**src/rtl/tex_upload_arbiter_if.sv**
```systemverilog
// Upload/raster bus for the texture upload arbiter. The host/bench drives the
// command, data and raster-request inputs and sees the handshake and memory
// write outputs through the master modport. The arbiter uses the slave modport.
interface tex_upload_arbiter_if #(
  parameter int TEX_ADDR_W = 16
);
  logic                  i_cmd_valid;
  logic                  o_cmd_ready;
  logic                  i_cmd_target;
  logic [15:0]           i_cmd_base;
  logic [15:0]           i_cmd_count;
  logic                  i_data_valid;
  logic                  o_data_ready;
  logic [23:0]           i_data;
  logic                  i_raster_req;
  logic                  o_raster_grant;
  logic                  o_tex_we;
  logic [TEX_ADDR_W-1:0] o_tex_address;
  logic [7:0]            o_tex_data;
  logic                  o_clut_we;
  logic [7:0]            o_clut_entry;
  logic [7:0]            o_clut_r;
  logic [7:0]            o_clut_g;
  logic [7:0]            o_clut_b;
  logic                  o_busy;
  logic                  o_done;

  modport master (
    output i_cmd_valid, i_cmd_target, i_cmd_base, i_cmd_count,
    output i_data_valid, i_data, i_raster_req,
    input  o_cmd_ready, o_data_ready, o_raster_grant,
    input  o_tex_we, o_tex_address, o_tex_data,
    input  o_clut_we, o_clut_entry, o_clut_r, o_clut_g, o_clut_b,
    input  o_busy, o_done
  );

  modport slave (
    input  i_cmd_valid, i_cmd_target, i_cmd_base, i_cmd_count,
    input  i_data_valid, i_data, i_raster_req,
    output o_cmd_ready, o_data_ready, o_raster_grant,
    output o_tex_we, o_tex_address, o_tex_data,
    output o_clut_we, o_clut_entry, o_clut_r, o_clut_g, o_clut_b,
    output o_busy, o_done
  );
endinterface

```
**src/rtl/tex_upload_arbiter.sv**
```systemverilog
// Texture/CLUT upload arbiter. Raster pixel issue owns the texture and CLUT
// RAMs while idle. An upload command stops raster issue, waits for the raster
// texture pipeline to drain, streams host words into the selected RAM with one
// registered write per accepted beat, then hands the RAMs back to raster.
module tex_upload_arbiter #(
  parameter int DRAIN_CYCLES = 4,
  parameter int TEX_ADDR_W   = 16
) (
  input  logic                 i_clk,
  input  logic                 i_reset,
  tex_upload_arbiter_if.slave  bus
);

  // Drain counter must hold DRAIN_CYCLES; keep at least one bit when it is 0/1.
  localparam int DCNT_W = (DRAIN_CYCLES < 2) ? 1 : $clog2(DRAIN_CYCLES + 1);

  typedef enum logic [1:0] {IDLE, DRAIN, XFER, DONE} state_t;

  state_t                state_reg, state_next;
  logic [DCNT_W-1:0]     drain_reg, drain_next;
  logic [15:0]           index_reg, index_next;
  logic                  target_reg;
  logic [15:0]           base_reg;
  logic [15:0]           count_reg;
  logic                  cmd_accept;
  logic                  beat;
  logic                  cmd_ready;
  logic                  data_ready;
  logic                  grant;

  logic                  tex_we_reg;
  logic [TEX_ADDR_W-1:0] tex_address_reg;
  logic [7:0]            tex_data_reg;
  logic                  clut_we_reg;
  logic [7:0]            clut_entry_reg;

  // State register.
  always_ff @(posedge i_clk) begin
    if (i_reset) state_reg <= IDLE;
    else         state_reg <= state_next;
  end

  // Next-state, handshakes and raster grant; the command wins a same-cycle tie.
  always_comb begin
    state_next = state_reg;
    drain_next = drain_reg;
    index_next = index_reg;
    cmd_ready  = 1'b0;
    data_ready = 1'b0;
    grant      = 1'b0;
    cmd_accept = 1'b0;
    beat       = 1'b0;
    case (state_reg)
      IDLE: begin
        cmd_ready = 1'b1;
        grant     = bus.i_raster_req & ~bus.i_cmd_valid;
        if (bus.i_cmd_valid) begin
          cmd_accept = 1'b1;
          index_next = '0;
          drain_next = DCNT_W'(DRAIN_CYCLES);
          state_next = (DRAIN_CYCLES == 0) ? XFER : DRAIN;
        end
      end
      DRAIN: begin
        drain_next = drain_reg - 1'b1;
        if (drain_reg == DCNT_W'(1)) state_next = XFER;
      end
      XFER: begin
        data_ready = 1'b1;
        if (bus.i_data_valid) begin
          beat       = 1'b1;
          index_next = index_reg + 16'd1;
          if (index_reg == count_reg) state_next = DONE;
        end
      end
      DONE:    state_next = IDLE;
      default: state_next = IDLE;
    endcase
  end

  // Drain counter, beat index and the latched command fields.
  always_ff @(posedge i_clk) begin
    if (i_reset) begin
      drain_reg  <= '0;
      index_reg  <= '0;
      target_reg <= 1'b0;
      base_reg   <= '0;
      count_reg  <= '0;
    end else begin
      drain_reg <= drain_next;
      index_reg <= index_next;
      if (cmd_accept) begin
        target_reg <= bus.i_cmd_target;
        base_reg   <= bus.i_cmd_base;
        count_reg  <= bus.i_cmd_count;
      end
    end
  end

  // Registered write port: one strobe per accepted beat, address/data hold otherwise.
  always_ff @(posedge i_clk) begin
    if (i_reset) begin
      tex_we_reg      <= 1'b0;
      tex_address_reg <= '0;
      tex_data_reg    <= '0;
      clut_we_reg     <= 1'b0;
      clut_entry_reg  <= '0;
    end else begin
      tex_we_reg  <= beat & ~target_reg;
      clut_we_reg <= beat & target_reg;
      if (beat & ~target_reg) begin
        tex_address_reg <= TEX_ADDR_W'(base_reg) + TEX_ADDR_W'(index_reg);
        tex_data_reg    <= bus.i_data[7:0];
      end
      if (beat & target_reg) begin
        clut_entry_reg <= base_reg[7:0] + index_reg[7:0];
      end
    end
  end

  // One colour channel register per byte lane: 0 = b, 1 = g, 2 = r.
  genvar gi;
  generate
    for (gi = 0; gi < 3; gi++) begin : g_chan
      logic [7:0] chan_reg;
      // Capture this lane of the word on each accepted CLUT beat.
      always_ff @(posedge i_clk) begin
        if (i_reset)                 chan_reg <= '0;
        else if (beat & target_reg)  chan_reg <= bus.i_data[gi*8 +: 8];
      end
    end
  endgenerate

  assign bus.o_cmd_ready    = cmd_ready;
  assign bus.o_data_ready   = data_ready;
  assign bus.o_raster_grant = grant;
  assign bus.o_tex_we       = tex_we_reg;
  assign bus.o_tex_address  = tex_address_reg;
  assign bus.o_tex_data     = tex_data_reg;
  assign bus.o_clut_we      = clut_we_reg;
  assign bus.o_clut_entry   = clut_entry_reg;
  assign bus.o_clut_b       = g_chan[0].chan_reg;
  assign bus.o_clut_g       = g_chan[1].chan_reg;
  assign bus.o_clut_r       = g_chan[2].chan_reg;
  assign bus.o_busy         = (state_reg != IDLE);
  assign bus.o_done         = (state_reg == DONE);

endmodule

```
**src/flat_wrapper.sv**
```systemverilog
// flat-port wrapper written by rule: the top's interface ports become plain ports
module tex_upload_arbiter_flat 
#(
  parameter int DRAIN_CYCLES = 4,
  parameter int TEX_ADDR_W   = 16
)
  (i_clk, i_reset, bus_i_cmd_valid, bus_i_cmd_target, bus_i_cmd_base, bus_i_cmd_count, bus_i_data_valid, bus_i_data, bus_i_raster_req, bus_o_cmd_ready, bus_o_data_ready, bus_o_raster_grant, bus_o_tex_we, bus_o_tex_address, bus_o_tex_data, bus_o_clut_we, bus_o_clut_entry, bus_o_clut_r, bus_o_clut_g, bus_o_clut_b, bus_o_busy, bus_o_done);
  tex_upload_arbiter_if #(.TEX_ADDR_W(TEX_ADDR_W)) bus_i ();
  input  logic i_clk;
  input  logic i_reset;
  input wire logic [$bits(bus_i.i_cmd_valid)-1:0] bus_i_cmd_valid;
  input wire logic [$bits(bus_i.i_cmd_target)-1:0] bus_i_cmd_target;
  input wire logic [$bits(bus_i.i_cmd_base)-1:0] bus_i_cmd_base;
  input wire logic [$bits(bus_i.i_cmd_count)-1:0] bus_i_cmd_count;
  input wire logic [$bits(bus_i.i_data_valid)-1:0] bus_i_data_valid;
  input wire logic [$bits(bus_i.i_data)-1:0] bus_i_data;
  input wire logic [$bits(bus_i.i_raster_req)-1:0] bus_i_raster_req;
  output wire logic [$bits(bus_i.o_cmd_ready)-1:0] bus_o_cmd_ready;
  output wire logic [$bits(bus_i.o_data_ready)-1:0] bus_o_data_ready;
  output wire logic [$bits(bus_i.o_raster_grant)-1:0] bus_o_raster_grant;
  output wire logic [$bits(bus_i.o_tex_we)-1:0] bus_o_tex_we;
  output wire logic [$bits(bus_i.o_tex_address)-1:0] bus_o_tex_address;
  output wire logic [$bits(bus_i.o_tex_data)-1:0] bus_o_tex_data;
  output wire logic [$bits(bus_i.o_clut_we)-1:0] bus_o_clut_we;
  output wire logic [$bits(bus_i.o_clut_entry)-1:0] bus_o_clut_entry;
  output wire logic [$bits(bus_i.o_clut_r)-1:0] bus_o_clut_r;
  output wire logic [$bits(bus_i.o_clut_g)-1:0] bus_o_clut_g;
  output wire logic [$bits(bus_i.o_clut_b)-1:0] bus_o_clut_b;
  output wire logic [$bits(bus_i.o_busy)-1:0] bus_o_busy;
  output wire logic [$bits(bus_i.o_done)-1:0] bus_o_done;
  assign bus_i.i_cmd_valid = bus_i_cmd_valid;
  assign bus_i.i_cmd_target = bus_i_cmd_target;
  assign bus_i.i_cmd_base = bus_i_cmd_base;
  assign bus_i.i_cmd_count = bus_i_cmd_count;
  assign bus_i.i_data_valid = bus_i_data_valid;
  assign bus_i.i_data = bus_i_data;
  assign bus_i.i_raster_req = bus_i_raster_req;
  assign bus_o_cmd_ready = bus_i.o_cmd_ready;
  assign bus_o_data_ready = bus_i.o_data_ready;
  assign bus_o_raster_grant = bus_i.o_raster_grant;
  assign bus_o_tex_we = bus_i.o_tex_we;
  assign bus_o_tex_address = bus_i.o_tex_address;
  assign bus_o_tex_data = bus_i.o_tex_data;
  assign bus_o_clut_we = bus_i.o_clut_we;
  assign bus_o_clut_entry = bus_i.o_clut_entry;
  assign bus_o_clut_r = bus_i.o_clut_r;
  assign bus_o_clut_g = bus_i.o_clut_g;
  assign bus_o_clut_b = bus_i.o_clut_b;
  assign bus_o_busy = bus_i.o_busy;
  assign bus_o_done = bus_i.o_done;
  tex_upload_arbiter #(.DRAIN_CYCLES(DRAIN_CYCLES), .TEX_ADDR_W(TEX_ADDR_W)) u_core (.i_clk(i_clk), .i_reset(i_reset), .bus(bus_i));
endmodule
```
**config.mk**
```make
export PLATFORM = sky130hd
export DESIGN_NAME = tex_upload_arbiter_flat
export DESIGN_NICKNAME = d
export VERILOG_FILES = /design/src/rtl/tex_upload_arbiter_if.sv /design/src/rtl/tex_upload_arbiter.sv /design/src/flat_wrapper.sv
export SDC_FILE = /design/constraint.sdc
export NUM_CORES = 1
export LEC_CHECK = 0
export CORE_ASPECT_RATIO = 0.8
export CORE_MARGIN = 10
export CORE_UTILIZATION = 46
export CTS_BUF_LIST = sky130_fd_sc_hd__clkbuf_8
export DETAILED_ROUTE_END_ITERATION = 7
export PLACE_DENSITY = 0.89
export SLEW_MARGIN = 30
export SYNTH_ARGS = -nofsm -noshare
export SYNTH_HDL_FRONTEND = slang
export SYNTH_SLANG_ARGS = --single-unit
```
**constraint.sdc**
```tcl
create_clock -name i_clk -period 2.3 [get_ports i_clk]
set_clock_uncertainty 0.2 [all_clocks]
set_input_delay 0.23 -clock i_clk [delete_from_list [all_inputs] [get_ports i_clk]]
set_output_delay 0.23 -clock i_clk [all_outputs]
set_load 0.005 [all_outputs]
```
=== Yosys cells after proc, flatten, opt, wreduce, memory -nomap -nowiden ===
Cells that the tools add are included.

* Divide/modulo/power cells: 0
* Add/subtract/negate cells: 4
* Shift operators: 0
* Equal/unequal tests: 9
* Mux-type cells: 17
* Reductions and logical operators: 7
* Bitwise logic cells: 5
* Multiply operators: 0
* Magnitude comparators: 0

{| class="wikitable"
|+ Operators with widths
! cell !! number
|-
| 16-bit two-way mux || 2
|-
| 16-bit one-hot mux with 2 select lines || 1
|-
| 16-bit by 1-bit adder with 16-bit output, second input constant || 1
|-
| 16-bit adder || 1
|-
| 16-bit == test || 1
|-
| 8-bit adder || 1
|-
| 2-bit two-way mux || 4
|-
| 2-bit one-hot mux with 4 select lines || 1
|-
| 1-bit two-way mux || 7
|-
| 3-bit one-hot mux with 2 select lines || 1
|-
| 2-bit nonzero test || 3
|-
| 2-bit == test, second input constant || 2
|-
| 2-bit by 1-bit inequality test with 1-bit output, second input constant || 2
|-
| 2-bit inequality test, second input constant || 2
|-
| 4-bit AND reduction || 1
|-
| 1-bit AND || 3
|-
| 3-bit by 1-bit == test with 1-bit output, second input constant || 1
|-
| 3-bit two-way mux || 1
|-
| 3-bit AND reduction || 1
|-
| 3-bit by 1-bit subtractor with 3-bit output, second input constant || 1
|-
| 2-bit by 1-bit == test with 1-bit output, second input constant || 1
|-
| 2-bit logical NOT || 1
|-
| 1-bit inverter || 2
|-
| 2-bit AND reduction || 1
|}

* Word-level logic and storage cells: 56
* Output and inout port bits: 63
* Memories kept: 0
* RAM bits: 0
* Memory bits (read-only): 0
* Register bits: 112
* Latch bits: 0

=== Longest topological paths before layout ===
Gate-level depths: netlist (run 1).

* Depth in word-level cells: 4
* Gate-level depth with buffers: 10

=== Least setup slack after synthesis (run 1) ===
No wires, ideal clock.

* Kind: register -> register
* Start: register u_core.index_reg[0]
* End: register u_core.tex_address_reg[14], in the netlist u_core.bus.o_tex_address[14]
* Stages on the path, launching flop included: 11
* Required time: 1.983 ns
* Arrival: 2.064 ns
* Slack: -0.080 ns
* Buffers on the path: 0
* Path through: dfxtp_1 > ha_1 > inv_1 > fa_1 > nor2b_1 > o31ai_1 > a21oi_1 > nand4_1 > o21ai_0 > xor2_1 > a22o_1

* Word-level cells in the longest chain between the ends: 1

{| class="wikitable"
|+ RTL lines
! item !! line !! RTL
|-
| from (decl) || tex_upload_arbiter.sv:21 || <nowiki>logic [15:0] index_reg, index_next;</nowiki>
|-
| from (signal assigned) || tex_upload_arbiter.sv:91 || <nowiki>index_reg <= index_next;</nowiki>
|-
| 16-bit adder || tex_upload_arbiter.sv:112 || <nowiki>tex_address_reg <= TEX_ADDR_W'(base_reg) + TEX_ADDR_W'(index_reg);</nowiki>
|-
| to (signal assigned) || tex_upload_arbiter.sv:112 ||
|-
| to (decl) || tex_upload_arbiter.sv:32 || <nowiki>logic [TEX_ADDR_W-1:0] tex_address_reg;</nowiki>
|}

No other way between the ends.
A chain may end at the register's enable or synchronous reset.

=== Final worst setup path (run 1) ===
* Start: register u_core.base_reg[0]
* End: register u_core.tex_address_reg[14], in the netlist u_core.bus.o_tex_address[14]

* Word-level cells in the longest chain between the ends: 1

{| class="wikitable"
|+ RTL lines
! item !! line !! RTL
|-
| from (decl) || tex_upload_arbiter.sv:23 || <nowiki>logic [15:0] base_reg;</nowiki>
|-
| from (signal assigned) || tex_upload_arbiter.sv:94 || <nowiki>base_reg <= bus.i_cmd_base;</nowiki>
|-
| 16-bit adder || tex_upload_arbiter.sv:112 ||
|}

No other way between the ends.

==> flow_metrics.env, run 1 <==
export IMPL_crit_buf_inv=2
export IMPL_cp_start_kind="flop"
export IMPL_worstMarginPinSlew_ns=0.4654
export IMPL_post_route_period_util_pct=100.4
export IMPL_tritoncts="done"
export IMPL_routed_wl_um=14430
export IMPL_intPower_uw=3447
export IMPL_p_leak_uw=0.002710
export IMPL_yosysWarnings=0
export IMPL_path_clk_slew_ns=0.10
export IMPL_ant_nets=0
export IMPL_firstDrtPassIters=4
export IMPL_antenna_cells=0
export IMPL_synth_cells=642
export IMPL_ys_ff_latch=112
export IMPL_synth_distinct_cells=47
export IMPL_power_total_uw=5075
export IMPL_power_switching_share_pct=32.07
export IMPL_ys_async_sr_fraction_pct=0
export IMPL_initialDrtViolationCount=280
export IMPL_cp_cell_sequence="ha_4, inv_2, fa_2, nor2b_2, o31ai_2, a21oi_1, buf_4, nand4_1, o21ai_2, xor2_1, a22o_1"
export IMPL_clkPwrFrac_pct=23.8
export IMPL_hold_violations=0
export IMPL_p_per_area_nw_per_um2=708.2
export IMPL_hpwl_um=10740
export IMPL_worst_ir_drop_vdd_mv=0.7869
export IMPL_vias_per_cell=5.161
export IMPL_outcome="complete, but fails checks"
export IMPL_setup_viol=1
export IMPL_relSlewSlack_pct=68.90
export IMPL_rsz0062_at_grt="yes"
export IMPL_io_pins=125
export IMPL_seqCellArea_um2=2251
export IMPL_max_freq_mhz=433.2
export IMPL_synth_seq_area_share_pct=43.91
export IMPL_fp_dieArea_um2=15740
export IMPL_die_x_um=137.8
export IMPL_violations="setup timing"
export IMPL_cp_slowest_stage_delay_ns=0.37
export IMPL_rows=34
export IMPL_multi_input_area_um2=2760
export IMPL_fin_util_pct=66.06
export IMPL_core_area_um2=10850
export IMPL_whs_ns=0.1845
export IMPL_hp_class="primary input to flop"
export IMPL_power_frac_seq_pct=44.3
export IMPL_cp_max_fo=4
export IMPL_gp_congestion=0.9155
export IMPL_synth_ff_type="dfxtp_1"
export IMPL_synth_edf_count=0
export IMPL_h_tree_depth=3
export IMPL_period_needed_ns=2.308
export IMPL_grt_max_degree=34
export IMPL_required_ns=2.38
export IMPL_synth_top_area_share_pct=43.91
export IMPL_avgSynthCellArea_um2=7.954
export IMPL_clock_latency_ns=0.38
export IMPL_place_ws_ns=-0.1793
export IMPL_yosys_top_cells_area="dfxtp_1, nand2_1, a21oi_1, ha_1, xnor2_1"
export IMPL_die_y_um=114.2
export IMPL_synth_most_common_cell="nand2_1"
export IMPL_p_switching_uw=1627
export IMPL_port_buffer_count=124
export IMPL_antenna_found_initial=0
export IMPL_wl_per_cell_um=15.23
export IMPL_grt_pass1_wl_um=22580
export IMPL_grt_overflow_total=0
export IMPL_post_route_drc_count=0
export IMPL_path_class="flop to flop"
export IMPL_clockBufferDepth=2
export IMPL_vias=4887
export IMPL_finalWorstSetupSlack_ns=-0.008401
export IMPL_slowest_stage="dfxtp_2"
export IMPL_final_nets=883
export IMPL_arrival_ns=2.39
export IMPL_syn_nets=727
export IMPL_syn_area_um2=5106
export IMPL_clkSinkCount=112
export IMPL_max_cap_violations=0
export IMPL_layout_drive_gt1_share_pct=13.33
export IMPL_cts_buffers=9
export IMPL_start_util_pct=47.07
export IMPL_netlist_top_cells_count="nand2_1, dfxtp_1, a21oi_1"
export IMPL_yosys_area_top_type="dfxtp_1"
export IMPL_power_frac_comb_pct=31.9
export IMPL_final_max_slew_violation_count=0
export IMPL_clockRootBuffer="clkbuf_8"
export IMPL_area_growth_synth_to_final_pct=40.33
export IMPL_fillers=893
export IMPL_critical_path_top_delay_family="compound AO/OA/AOI/OAI gates"
export IMPL_track_usage_pct=17.52
export IMPL_cp_end_kind="flop"
export IMPL_grt_pass1_vias=4724
## metal layers
metal	vias up	share of wire [%]	global-route usage (%)	wire length [um]
met5	-	0	0	0
met4	0	0.88	3.609	127
met3	12	6.4	5.219	925
met2	146	48	29.49	6906
met1	2277	45	21.71	6468
li1	2452	-	-	-
## stage by stage
| stage | cell area (um^2) | std cells | TNS [ns] |
|---|---|---|---|
| final | 7166 | 947 | -0.008401 |
| after global routing | 7166 | 947 | -0.1901 |
| after CTS | 7079 | 944 | 0 |
| after detailed placement | 6829 | 927 | -0.4259 |
| after global placement | 6829 | 927 | -0.07153 |
| after floorplan | 5107 | 642 | 0 |
## cell type report
type,count,share of cell area [%]
Clock buffer,11,2.113
Tap cell,144,2.514
Multi-Input combinational cell,480,38.52
Sequential cell,112,31.41
Clock inverter,5,0.7683
Inverter,14,0.7334
Timing Repair Buffer,181,23.94
## cells in the final DEF (no fill, tap or decap), types with 4 or more instances in the layout
cell / Yosys / routed
a211oi_1: 4 / 4
a21o_1: 4 / 4
a21oi_1: 101 / 98
buf_12: 0 / 4
buf_4: 0 / 52
clkbuf_8: 0 / 11
clkdlybuf4s50_1: 0 / 122
dfxtp_1: 112 / 107
dfxtp_2: 0 / 4
ha_1: 22 / 18
inv_1: 14 / 14
nand2_1: 182 / 182
nand3_1: 9 / 9
nand4_1: 12 / 12
nor2_1: 40 / 39
o21ai_0: 14 / 13
xnor2_1: 22 / 21
xnor2_2: 3 / 4
xor2_1: 17 / 17
## logic make-up (layout without fill, tap and decap cells)
logic type / Yosys count / after routing / share of synthesized area, %
multiplexers: 1 / 1 / 0.1960
adder cells (fa/ha/maj): 23 / 23 / 5.783
AO/OA/AOI/OAI: 143 / 143 / 15.85
AND/OR/NAND/NOR: 271 / 271 / 22.74
flip-flops: 112 / 112 / 43.91
buffers and inverters: 50 / 211 / 3.872
XOR/XNOR: 42 / 42 / 7.645
## timing repair
| item | CTS | global route |
|---|---|---|
| hold buffers | 1 | 0 |
| buffers inserted | 0 | 3 |
| resized for setup | 11 | 17 |
| hold endpoints to repair | 1 | 0 |
| pin swaps | 3 | 9 |
| setup endpoints to repair | 7 | 18 |
## power groups by stage
stage	logic [uW]	registers, uW	clock network, uW
3_5_place_dp	1540	2280	0
2_1_floorplan	856	2260	0
6_report	1620	2250	1210
5_1_grt	1790	2260	1310
4_1_cts	1580	2240	1230
3_3_place_gp	1490	2270	0
## path summary, 6_finish.rpt
kind,from,endpoint,slack (ns),cells past startpoint
worst max-delay path,u_core.base_reg[0]$_SDFFE_PP0P_,u_core.bus.o_tex_address[14]$_SDFFE_PP0P_,-0.008,11
worst min-delay path,bus_i_data[17],u_core.bus.o_clut_r[1]$_SDFFE_PP0P_,0.18,3
worst max register to register,u_core.base_reg[0]$_SDFFE_PP0P_,u_core.bus.o_tex_address[14]$_SDFFE_PP0P_,-0.008,11
worst min register to register,u_core.bus.o_clut_entry[3]$_SDFFE_PP0P_,u_core.bus.o_clut_entry[3]$_SDFFE_PP0P_,0.26,2
## tightest hold or removal path, delay by kind of cell
kind	cells	cell delay, ns
simple gates	1	0.06
compound gates	1	0.05
buf+inv	1	0.39
No activity file was read; power rests on OpenSTA's default activity.
==> inputs of run 2 (changes only) <==
- CTS_CLUSTER_SIZE: default -> 14
==> results of run 2 <==
Final layout, timing and power as in run 1 (identical DEF).
